<file path="src/rtl/demux_3out_32data.sv">
// Registered 1-to-3 demux, 1-cycle latency; in_ready follows only the selected slot (full and not draining stalls). Select 2'b11 is always accepted, dropped and flagged.
// Optional per-output/drop transfer counters are enabled by DEMUX_PERF_CNT_EN.
module demux_3out_32data #(
   parameter int DATA_W = 32
`ifdef DEMUX_PERF_CNT_EN
   ,
   parameter int CNT_W  = 16
`endif
) (
   input  logic              clk,
   input  logic              rst_n,
   input  logic [DATA_W-1:0] in_data,
   input  logic              in_valid,
   output logic              in_ready,
   input  logic [1:0]        select,
   output logic [DATA_W-1:0] out_data_0,
   output logic              out_valid_0,
   input  logic              out_ready_0,
   output logic [DATA_W-1:0] out_data_1,
   output logic              out_valid_1,
   input  logic              out_ready_1,
   output logic [DATA_W-1:0] out_data_2,
   output logic              out_valid_2,
   input  logic              out_ready_2,
   output logic              err_sel
`ifdef DEMUX_PERF_CNT_EN
   ,
   output logic [CNT_W-1:0]  cnt_0,
   output logic [CNT_W-1:0]  cnt_1,
   output logic [CNT_W-1:0]  cnt_2,
   output logic [CNT_W-1:0]  cnt_drop
`endif
);

   logic [2:0]        valid_q, valid_d;
   logic [DATA_W-1:0] data_q [3];
   logic [DATA_W-1:0] data_d [3];
   logic              err_q, err_d;

   logic [2:0]        out_rdy;
   logic [2:0]        out_xfer;
   logic [2:0]        load;
   logic              in_xfer;
   logic              drop;

   always_comb begin
      out_rdy = {out_ready_2, out_ready_1, out_ready_0};

      // A full slot can take a new word in the same cycle it drains.
      case (select)
         2'd0:    in_ready = !valid_q[0] || out_rdy[0];
         2'd1:    in_ready = !valid_q[1] || out_rdy[1];
         2'd2:    in_ready = !valid_q[2] || out_rdy[2];
         default: in_ready = 1'b1;
      endcase

      in_xfer  = in_valid && in_ready;
      drop     = in_xfer && (select == 2'b11);
      load     = '0;
      out_xfer = '0;
      valid_d  = valid_q;
      for (int k = 0; k < 3; k++) begin
         load[k]     = in_xfer && (select == 2'(k));
         out_xfer[k] = valid_q[k] && out_rdy[k];
         valid_d[k]  = load[k] || (valid_q[k] && !out_xfer[k]);
         data_d[k]   = load[k] ? in_data : data_q[k];
      end
      err_d = err_q || drop;
   end

   always_ff @(posedge clk) begin
      if (!rst_n) begin
         valid_q <= '0;
         for (int k = 0; k < 3; k++) data_q[k] <= '0;
         err_q   <= 1'b0;
      end else begin
         valid_q <= valid_d;
         for (int k = 0; k < 3; k++) data_q[k] <= data_d[k];
         err_q   <= err_d;
      end
   end

   assign out_valid_0 = valid_q[0];
   assign out_valid_1 = valid_q[1];
   assign out_valid_2 = valid_q[2];
   assign out_data_0  = data_q[0];
   assign out_data_1  = data_q[1];
   assign out_data_2  = data_q[2];
   assign err_sel     = err_q;

`ifdef DEMUX_PERF_CNT_EN
   // Index 3 counts dropped (select == 2'b11) transfers; all wrap naturally.
   logic [CNT_W-1:0] cnt_q [4];
   logic [CNT_W-1:0] cnt_d [4];

   always_comb begin
      for (int k = 0; k < 3; k++) cnt_d[k] = cnt_q[k] + CNT_W'(out_xfer[k]);
      cnt_d[3] = cnt_q[3] + CNT_W'(drop);
   end

   always_ff @(posedge clk) begin
      if (!rst_n) begin
         for (int k = 0; k < 4; k++) cnt_q[k] <= '0;
      end else begin
         for (int k = 0; k < 4; k++) cnt_q[k] <= cnt_d[k];
      end
   end

   assign cnt_0    = cnt_q[0];
   assign cnt_1    = cnt_q[1];
   assign cnt_2    = cnt_q[2];
   assign cnt_drop = cnt_q[3];
`endif

endmodule
</file>
<file path="config.mk">
export PLATFORM = sky130hd
export DESIGN_NAME = demux_3out_32data
export DESIGN_NICKNAME = d
export VERILOG_FILES = /design/src/rtl/demux_3out_32data.sv
export SDC_FILE = /design/constraint.sdc
export NUM_CORES = 1
export LEC_CHECK = 0
export BUFFER_PORTS_ARGS = -buffer_cell sky130_fd_sc_hd__buf_2
export CAP_MARGIN = 20
export CORE_UTILIZATION = 36
export CTS_CLUSTER_DIAMETER = 60
export DETAILED_ROUTE_END_ITERATION = 6
export GPL_ROUTABILITY_DRIVEN = 0
export PLACE_DENSITY_LB_ADDON = 0.12
export REMOVE_ABC_BUFFERS = 1
export SLEW_MARGIN = 15
export SYNTH_ARGS = -nofsm -noshare
export SYNTH_HDL_FRONTEND = slang
export SYNTH_SLANG_ARGS = --single-unit
export TNS_END_PERCENT = 5
</file>
<file path="constraint.sdc">
create_clock -name clk -period 1.35 [get_ports clk]
set_input_delay 0.0675 -clock clk [delete_from_list [all_inputs] [get_ports clk]]
set_output_delay 0.0675 -clock clk [all_outputs]
set_load 0.03 [all_outputs]
</file>
# After elaboration in Yosys (flattened, before gate mapping)
# Memories as Yosys holds them, arrays and structs flattened.
# Cells that the tools add are included.
# classes
n_eq_ne	3
n_mux	9
n_bitwise	3
reduce_logical	25
# op_table
cell	count
2-to-1 mux 32 bit	6
logical AND 1 bit	11
logical OR 1 bit	7
zero test 1 bit	6
equality test 2 bit, second input constant	2
bitwise OR 1 bit	3
one-hot mux 1 bit (3 select lines)	1
equality test 2 x 1 -> 1 bit, second input constant	1
zero test 2 bit	1
2-to-1 mux 1 bit	2
# totals
ff_bits	4
mem_bits_rw	96
inputBits	40
output_inout_bits	101
wordCells	43
mem_count	1
# mem_list
name	depth	width	read_ports	rd_ports_with_merged_regs	wr	line_no	text
data_q	3	32	3	0	3	36	logic [DATA_W-1:0] data_q [3];

# Longest topological paths before layout
# Gate-level depths: netlist of the first run.
# depth
ltp_word	7
ltp_mapped	5
depth_no_buf	3

# Least setup slack after synthesis of the first run
# Ideal clock, no wire load.
# synth_timing
path_type	register to register
startpoint	register valid_q[1]
endpoint	memory data_q[1][2] (netlist: data_q[0][34])
setup_time_ns	0.072
arrival_time_ns	1.333
required_ns	1.278
path_slack_ns	-0.054
path_stages_with_launch	5
path_buffers	1
period_less_slack_ns	1.404
cell_sequence	dfxtp_1 -> nor2b_1 -> nor3_4 -> buf_8 -> mux2i_1
# synth_rtl
element	line_no	text
start, declared	35	logic [2:0] valid_q, valid_d;
start signal, assigned	77	valid_q <= valid_d;
end, declared	36	

# Final worst setup path of the first run
# layout_timing
startpoint	register valid_q[0]
endpoint	output in_ready
# layout_via
elab_chain_len	3
# layout_rtl
element	line_no	text
zero test 1 bit	51	2'd0: in_ready = !valid_q[0] || out_rdy[0];
logical OR 1 bit	51	
one-hot mux 1 bit (3 select lines)	50	case (select)
end, declared	14	output logic in_ready,
# No other way between the ends.

==> results of run 1 <==
## flip-flops by register name, summed over array words and instances (netlist names)
| register | count |
|---|---|
| valid_q | 3 |
| err_sel | 1 |
| data_q | 96 |
## Yosys cell counts
| cell | number |
|---|---|
| a21boi_1 | 1 |
| nand2_1 | 128 |
| nand2b_1 | 1 |
| buf_6 | 3 |
| a31oi_1 | 1 |
| buf_2 | 5 |
| o21ai_0 | 1 |
| buf_8 | 3 |
| nor3_4 | 1 |
| nand4b_1 | 1 |
| nor4b_2 | 1 |
| mux2_2 | 1 |
| nor2b_1 | 3 |
| dfxtp_1 | 100 |
| o21a_1 | 2 |
| clkbuf_1 | 11 |
| buf_4 | 4 |
| o21ai_1 | 1 |
| nand2_2 | 1 |
| mux2i_1 | 96 |
## worst max-delay path, cell delays in order, from the launching register on
cell	delay, ns
dfxtp_2	0.33
nor2b_4	0.13
mux2_4	0.27
o21ai_2	0.12
buf_6	0.14
## where the power goes
group	switching, W	total (W)	internal [W]
clock network	0.00111	0.00199	0.000888
logic	0.000494	0.000799	0.000304
registers	0.0000520	0.00311	0.00305
total	0.00165	0.00590	0.00425
## metal layers
metal,up-vias,part of all wire (%)
li1,1509,-
met1,1374,48
met2,101,44
met3,10,6.6
met4,0,1.0
met5,-,0
## cells by family after synthesis
family,after synthesis,synth area share (%)
compound gates,6,1.037
buf+inv,26,4.684
flops,100,53.53
mux,97,26.00
simple gates,136,14.75
## stage by stage
| step | total power, W | worst slack, ns | cell area, um2 | hold WS, ns |
|---|---|---|---|---|
| 3_3_place_gp | 0.003916 | 0.04062 | 4616 | 0.3689 |
| 3_5_place_dp | 0.003923 | -0.03296 | 4616 | 0.3742 |
| 4_1_cts | 0.005948 | -0.1165 | 5036 | 0.0002140 |
| 6_report | 0.005898 | -0.06531 | 5059 | 0.006601 |
| 2_1_floorplan | 0.003606 | -2.264 | 3565 | 0.1853 |
| 5_1_grt | 0.006128 | -0.1471 | 5059 | 0.001078 |
## cell type report
type                            count  area [um2]  area share, %
Clock buffer                        9       123.9          2.449
Sequential cell                   100        2004          39.62
Tap cell                          133       166.4          3.290
Timing Repair Buffer              174        1090          21.54
Clock inverter                      7       80.08          1.583
Multi-Input combinational cell    239        1594          31.51
## path summary, 6_finish.rpt
path	from	to	slack [ns]	depth (start not counted)
max	valid_q[0]$_SDFF_PN0_	in_ready	-0.07	4
min	in_data[23]	data_q[0][87]$_SDFFE_PN0P_	0.007	3
max reg2reg	valid_q[0]$_SDFF_PN0_	data_q[0][1]$_SDFFE_PN0P_	0.01	4
min reg2reg	data_q[0][62]$_SDFFE_PN0P_	data_q[0][62]$_SDFFE_PN0P_	0.46	2
## what timing repair did
action | in CTS | in global routing
buffers inserted | 1 | 0
cloned | 0 | 0
hold buffers | 19 | 1
pin swaps | 1 | 2
gates resized for setup | 6 | 4
setup endpoints to repair | 32 | 43
endpoints found under the hold margin | 48 | 2
## placed cells by master (no fill, tap or decap), drive strengths merged
cell type    netlist  final
o21ai              2      2
bufinv             0      1
nor4b              1      1
a31oi              1      1
nand2            129    129
mux2i             96     96
a21boi             1      1
dfxtp            100    100
clkinvlp           0      1
nor2b              3      3
mux2               1      1
clkbuf            11      9
clkinv             0      1
nand4b             1      1
o21a               2      2
dlygate4sd3        0     20
nor3               1      1
buf               15    154
inv                0      4
nand2b             1      1
==> key figures, run 1 <==
Hold path
  – Hold Path Class: primary input to register

Finish
  – Nets: 564
  – Filler instances: 953
  – Final core occ: 51.05%
  – Non-Filler Instances: 662
  – Layout cells sized above 1: 33.84%
  – Diode count: 0
  – Area grow syn2layout: 35.26%

Routing
  – WL/cell: 13.26 um
  – Vias after detailed routing: 2994
  – DRT antenna net count: 0
  – Drc violations: 0
  – Starting DRT DRC Count: 68
  – Vias per cell: 4.523
  – Pre-Repair DR Iteration Count: 4
  – Final WL: 8.780 mm

Floorplanning
  – Starting Density: 37.74%
  – Area of the die: 0.01080 mm2
  – Die H: 103.9 um
  – Die Wd: 103.9 um
  – I/O pin total: 141
  – Row count: 36
  – Core footprint: 0.009910 mm2

Synth
  – Syn Area/Cell: 10.25 um2
  – Cells after synthesis: 365
  – Yosys reg bits: 100
  – Top cell type's share of synthesized area: 53.53%
  – Syn Std Cell Area: 0.003740 mm2
  – Area leader, netlist: dfxtp_1
  – Netlist cell types: 20
  – Synth top area cells: dfxtp_1 54%, mux2i_1 26%, nand2_1 13%, buf_8 1.2%, clkbuf_1 1.1%
  – Yosys warns: 0
  – Sequential share of the synthesized area: 53.53%

STA
  – Part of the cycle the worst path needs: 104.8%
  – # setup viols final: 1
  – Clk_skew: 0.01586 ns
  – RSZ-0062 raised after global routing: yes
  – Crit path time final: 1.415 ns
  – Worst slew pin tran: 0.3421 ns
  – Worst rel slew slack: 77.19%
  – Final WS setup: -0.06531 ns
  – Max Fclk: 0.7066 GHz
  – Slew Limit Fails: 0
  – Endpoints failing hold: 0
  – Setup_tns: -0.06531 ns

Worst setup path
  – Req. time, crit path: 1.28 ns
  – CP Class: register to output port
  – Worst Setup Start Kind: register
  – Critical Path End Type: output port
  – CP Data Arrival Time: 1.35 ns
  – Worst-path maximum fanout: 3

Place
  – Placed insts: 625
  – Port buffer count: 140
  – HPWL after DPL: 5.839 mm

GRT
  – GRT met2 Usage: 24.81%
  – M3 GR Usage: 4.887%
  – GRT busiest layer: met2
  – First-pass GRT wire length: 14.30 mm
  – Vias in the first global route: 2826
  – Initial antenna violation count: 0
  – All-layer global routing usage: 16.56%
  – Largest net degree at the start of global routing: 34
  – GR Layer Usage met1: 22.56%
  – GRT overflow: 0

Pwr
  – PwrDens: 1166 mW/mm2
  – P_leak: 2.460 nW
  – Worst vdd ir: 0.5049 mV

Clock tree
  – CTS clk-pin slew, worst paths: 0.10 ns
  – Clock root buffer: clkbuf_8
  – Worst-Skew Late Latency: 0.36 ns
  – CTS tree: yes
  – CTS Buf Count: 9
  – # clock sinks: 100
  – Clock Path Buffers: 2
  – H-Tree Depth: 3

Status
  – Status: finished, violations left
  – Failing checks: setup timing

Run
  – Max capacitance violation total: 0
No activity file was read; power rests on OpenSTA's default activity.
==> inputs of run 2 (changes only) <==
--- a/config.mk
+++ b/config.mk
@@ -13,6 +13,7 @@
 export GPL_ROUTABILITY_DRIVEN = 0
 export PLACE_DENSITY_LB_ADDON = 0.12
 export REMOVE_ABC_BUFFERS = 1
+export SKIP_CTS_REPAIR_TIMING = 1
 export SLEW_MARGIN = 15
 export SYNTH_ARGS = -nofsm -noshare
 export SYNTH_HDL_FRONTEND = slang
==> key figures, run 2 (synthesis gave the netlist of run 1 again) <==
Pwr
  – NetSw: 0.001642 W
  – Worst vdd ir: 0.5040 mV
  – PwrDens: 1192 mW/mm2
  – Clock Power Share: 33.9%
  – Internal power: 0.004220 W
  – P_leak: 2.402 nW
  – Total Power: 0.005862 W
  – Sequential share of power: 53.0%
  – Sw Share: 28.01%
  – Comb power frac: 13.1%

Floorplanning
  – Row count: 36
  – I/O pin total: 141
  – Die Wd: 103.9 um
  – Area of the die: 0.01080 mm2
  – Starting Density: 37.74%
  – Core footprint: 0.009910 mm2
  – Die H: 103.9 um

STA
  – RSZ-0062 raised after global routing: yes
  – Worst rel slew slack: 77.17%
  – Max Fclk: 0.6943 GHz
  – Hold Slack: -0.01049 ns
  – Worst slew pin tran: 0.3425 ns
  – Endpoints failing hold: 4
  – Final WS setup: -0.09022 ns
  – # setup viols final: 2
  – Crit path time final: 1.440 ns
  – Clk_skew: 0.01589 ns
  – Setup_tns: -0.09089 ns
  – Part of the cycle the worst path needs: 106.7%
  – Slew Limit Fails: 0

Routing
  – Vias per cell: 4.554
  – Drc violations: 0
  – WL/cell: 13.26 um
  – Final WL: 8.592 mm
  – DRT antenna net count: 0
  – Pre-Repair DR Iteration Count: 4
  – Vias after detailed routing: 2951
  – Starting DRT DRC Count: 87

Worst setup path
  – CP Class: register to output port
  – Req. time, crit path: 1.28 ns
  – Worst Setup Start Kind: register
  – R2R depth: 4
  – CP max stage delay: 0.33 ns
  – Crit Reg-Reg Startpoint: valid_q[0]$_SDFF_PN0_
  – Worst-path cell chain: nor2b_4, mux2_4, o21ai_2, buf_6
  – CP Data Arrival Time: 1.37 ns
  – RR Endpoint: data_q[0][1]$_SDFFE_PN0P_
  – Critical Path End Type: output port
  – Worst-path maximum fanout: 3
  – Slowest CP cell: dfxtp_2
  – R2R setup slack: 0 ns

Place
  – HPWL after DPL: 5.839 mm
  – Placed insts: 625
  – Placement Cell Area: 0.004616 mm2
  – Port buffer count: 140

Finish
  – Largest register FFs: 96
  – Most frequent cells in the layout: 138 x buf_2, 128 x nand2_1, 98 x dfxtp_1, 96 x mux2i_1
  – Nets: 550
  – Register Area: 0.002004 mm2
  – Finished Cell Area: 0.004918 mm2
  – Filler instances: 973
  – Top reg by flops: data_q
  – Non-Filler Instances: 648
  – Multi-input gate area: 0.001594 mm2
  – Most common cell after layout, fill and taps aside: buf_2
  – Layout cells sized above 1: 34.76%
  – Area grow syn2layout: 31.52%
  – Diode count: 0

GRT
  – GRT overflow: 0
  – Largest net degree at the start of global routing: 34
  – All-layer global routing usage: 16.05%
  – Initial antenna violation count: 0
  – First-pass GRT wire length: 13.88 mm
  – Vias in the first global route: 2760

Clock tree
  – Clock Path Buffers: 2
  – CTS Buf Count: 9
  – # clock sinks: 100
  – Clock root buffer: clkbuf_8
  – H-Tree Depth: 3
  – CTS tree: yes
  – Worst-Skew Late Latency: 0.36 ns
  – CTS clk-pin slew, worst paths: 0.11 ns

Status
  – Status: finished, violations left
  – Failing checks: hold timing, setup timing

Hold path
  – Hold Path Class: primary input to register
  – WHS Path Cells: 3
  – Worst Hold Path EP: data_q[0][51]$_SDFFE_PN0P_
  – Worst Hold Launch: in_data[19]

Run
  – Max capacitance violation total: 0
-- run 2: changes by cell type in the layout (fill, tap and decap cells not counted) --
cell           previous run  this run
dlygate4sd3_1            20         6
-- run 2: metrics by stage --
step                      hold WS, ns  utilization, %  setup slack (ns)
after global routing        0.0007337           49.63           -0.1740
after CTS                    -0.03308           48.64           -0.1931
after detailed placement       0.3742           46.58          -0.03296
after floorplan                0.1853               -            -2.264
after global placement         0.3689           46.58           0.04062
final                        -0.01049           49.63          -0.09022
-- run 2: metal layers --
metal | GRT usage [%] | share of wire [%] | vias to the layer above
li1 | - | - | 1481
met1 | 21.96 | 48 | 1363
met2 | 23.71 | 44 | 96
met3 | 4.950 | 7.0 | 11
met4 | 5.816 | 1.2 | 0
met5 | 0 | 0 | -
-- run 2: worst max-delay path by stage --
stage,start,endpoint
2_1_floorplan,valid_q[0]$_SDFF_PN0_,data_q[0][0]$_SDFFE_PN0P_
3_3_place_gp,valid_q[0]$_SDFF_PN0_,data_q[0][12]$_SDFFE_PN0P_
3_5_place_dp,valid_q[0]$_SDFF_PN0_,data_q[0][1]$_SDFFE_PN0P_
4_1_cts,valid_q[1]$_SDFF_PN0_,in_ready
5_1_grt,valid_q[0]$_SDFF_PN0_,in_ready
6_report,valid_q[0]$_SDFF_PN0_,in_ready
-- run 2: critical path: cells and delay by family, from the launching register on --
kind | cells | cell delay, ns
and+or+nand+nor | 1 | 0.13
DFF | 1 | 0.33
AOI/OAI and AO/OA | 1 | 0.14
buffers and inverters | 1 | 0.14
muxes | 1 | 0.27
-- run 2: power by group through the flow --
| stage | registers [W] | logic, W | clock network (W) |
|---|---|---|---|
| 5_1_grt | 0.00312 | 0.000824 | 0.00215 |
| 3_5_place_dp | 0.00317 | 0.000750 | 0 |
| 4_1_cts | 0.00311 | 0.000752 | 0.00204 |
| 2_1_floorplan | 0.00338 | 0.000227 | 0 |
| 6_report | 0.00311 | 0.000766 | 0.00199 |
| 3_3_place_gp | 0.00317 | 0.000745 | 0 |
-- run 2: area by class of cell --
class / count / area share [%]
Multi-Input combinational cell: 239 / 32.41
Timing Repair Buffer: 160 / 19.31
Clock buffer: 9 / 2.518
Clock inverter: 7 / 1.628
Tap cell: 133 / 3.383
Sequential cell: 100 / 40.75
==> inputs of run 3 (changes only) <==
--- a/config.mk
+++ b/config.mk
@@ -7,6 +7,8 @@
 export LEC_CHECK = 0
 export BUFFER_PORTS_ARGS = -buffer_cell sky130_fd_sc_hd__buf_2
 export CAP_MARGIN = 20
+export CELL_PAD_IN_SITES_DETAIL_PLACEMENT = 0
+export CELL_PAD_IN_SITES_GLOBAL_PLACEMENT = 1
 export CORE_UTILIZATION = 36
 export CTS_CLUSTER_DIAMETER = 60
 export DETAILED_ROUTE_END_ITERATION = 6
==> key figures, run 3 (synthesis gave the netlist of run 1 again) <==
Place
  – HPWL after DPL: 5.756 mm
  – Placed insts: 621
  – Port buffer count: 140
  – Placement Cell Area: 0.004573 mm2

Routing
  – Pre-Repair DR Iteration Count: 4
  – Vias after detailed routing: 2894
  – WL/cell: 13.24 um
  – Metal-1 WL: 3.837 mm
  – Routed met3 length: 650 um
  – Drc violations: 0
  – Final WL: 8.445 mm
  – WL met2: 3.829 mm
  – DRT antenna net count: 0
  – Highest routed layer: met4
  – Starting DRT DRC Count: 102
  – Vias per cell: 4.536

Status
  – Failing checks: hold timing, setup timing
  – Status: finished, violations left

STA
  – Worst rel slew slack: 75.92%
  – Slew Limit Fails: 0
  – # setup viols final: 1
  – Endpoints failing hold: 3
  – Final WS setup: -0.1746 ns
  – RSZ-0062 raised after global routing: yes
  – Part of the cycle the worst path needs: 112.9%
  – Max Fclk: 0.6559 GHz
  – Worst slew pin tran: 0.3611 ns
  – Clk_skew: 0.01305 ns
  – Hold Slack: -0.004641 ns
  – Crit path time final: 1.525 ns

Floorplanning
  – I/O pin total: 141
  – Starting Density: 37.74%
  – Area of the die: 0.01080 mm2
  – Row count: 36
  – Die H: 103.9 um
  – Core footprint: 0.009910 mm2
  – Die Wd: 103.9 um

Worst setup path
  – Critical Path End Type: output port
  – Worst Setup Start Kind: register
  – R2R setup slack: 0.05 ns
  – CP Class: register to output port
  – Worst-path maximum fanout: 2
  – CP Data Arrival Time: 1.46 ns
  – Req. time, crit path: 1.28 ns

Pwr
  – Total Power: 0.005542 W
  – P_leak: 2.335 nW
  – PwrDens: 1159 mW/mm2
  – Worst vdd ir: 0.4653 mV

Finish
  – Layout cells sized above 1: 34.06%
  – Largest register FFs: 96
  – Finished Cell Area: 0.004783 mm2
  – Most common cell after layout, fill and taps aside: buf_2
  – Area grow syn2layout: 27.90%
  – Nets: 540
  – Diode count: 0
  – Filler instances: 998
  – Non-Filler Instances: 638
  – Top reg by flops: data_q
  – Final core occ: 48.27%
  – Most frequent cells in the layout: 138 x buf_2, 128 x nand2_1, 99 x dfxtp_1, 96 x mux2i_1, 9 x clkbuf_8

GRT
  – Initial antenna violation count: 0
  – Largest net degree at the start of global routing: 69
  – GRT overflow: 0
  – Vias in the first global route: 2784
  – All-layer global routing usage: 15.86%
  – First-pass GRT wire length: 13.70 mm

Run
  – Max capacitance violation total: 0

Clock tree
  – H-Tree Depth: 3
  – Clock root buffer: clkbuf_8
  – CTS tree: yes
  – # clock sinks: 100
  – Clock Path Buffers: 2
  – Worst-Skew Late Latency: 0.36 ns
  – CTS clk-pin slew, worst paths: 0.10 ns
  – CTS Buf Count: 9

Hold path
  – Hold Path Class: primary input to register
==> run 3: per-stage QoR <==
stage	setup TNS, ns	worst slack [ns]
final	-0.1746	-0.1746
after global routing	-0.2489	-0.2320
after CTS	-0.4120	-0.2726
after detailed placement	-0.04677	-0.03033
after global placement	0	0.04696
after floorplan	-134.93	-2.264
==> run 3: cell type report <==
cell class / count / area, um2 / area share (%)
Sequential cell: 100 / 2003 / 41.88
Multi-Input combinational cell: 239 / 1589 / 33.22
Timing Repair Buffer: 150 / 857.1 / 17.92
Tap cell: 133 / 166.4 / 3.479
Clock buffer: 10 / 127.6 / 2.668
Clock inverter: 6 / 40.04 / 0.8370
==> run 3: where the power goes <==
part,switching (W),leakage [nW],total (W),internal [W]
combinational,0.000479,1.44,0.000736,0.000257
clock,0.00103,0.0864,0.00170,0.000672
sequential,0.0000508,0.813,0.00310,0.00305
==> run 3: worst paths after layout <==
path / startpoint / end / cells after the start
hold reg to reg: data_q[0][49]$_SDFFE_PN0P_ / data_q[0][49]$_SDFFE_PN0P_ / 2
setup / recovery: valid_q[0]$_SDFF_PN0_ / in_ready / 5
hold / removal: in_data[29] / data_q[0][93]$_SDFFE_PN0P_ / 3
setup reg to reg: valid_q[0]$_SDFF_PN0_ / data_q[0][14]$_SDFFE_PN0P_ / 4
==> run 3: per-layer routing <==
layer,track usage (%),up-vias
met5,0,-
met4,6.122,0
met3,5.326,11
met2,25.10,91
met1,19.92,1330
li1,-,1462
==> run 3: worst max-delay path, stage by stage, from the launching register on <==
cell and delay (ns):
dfxtp_2 0.33, nor2b_4 0.13, buf_6 0.11, mux2_4 0.26, o21ai_2 0.14, buf_6 0.14
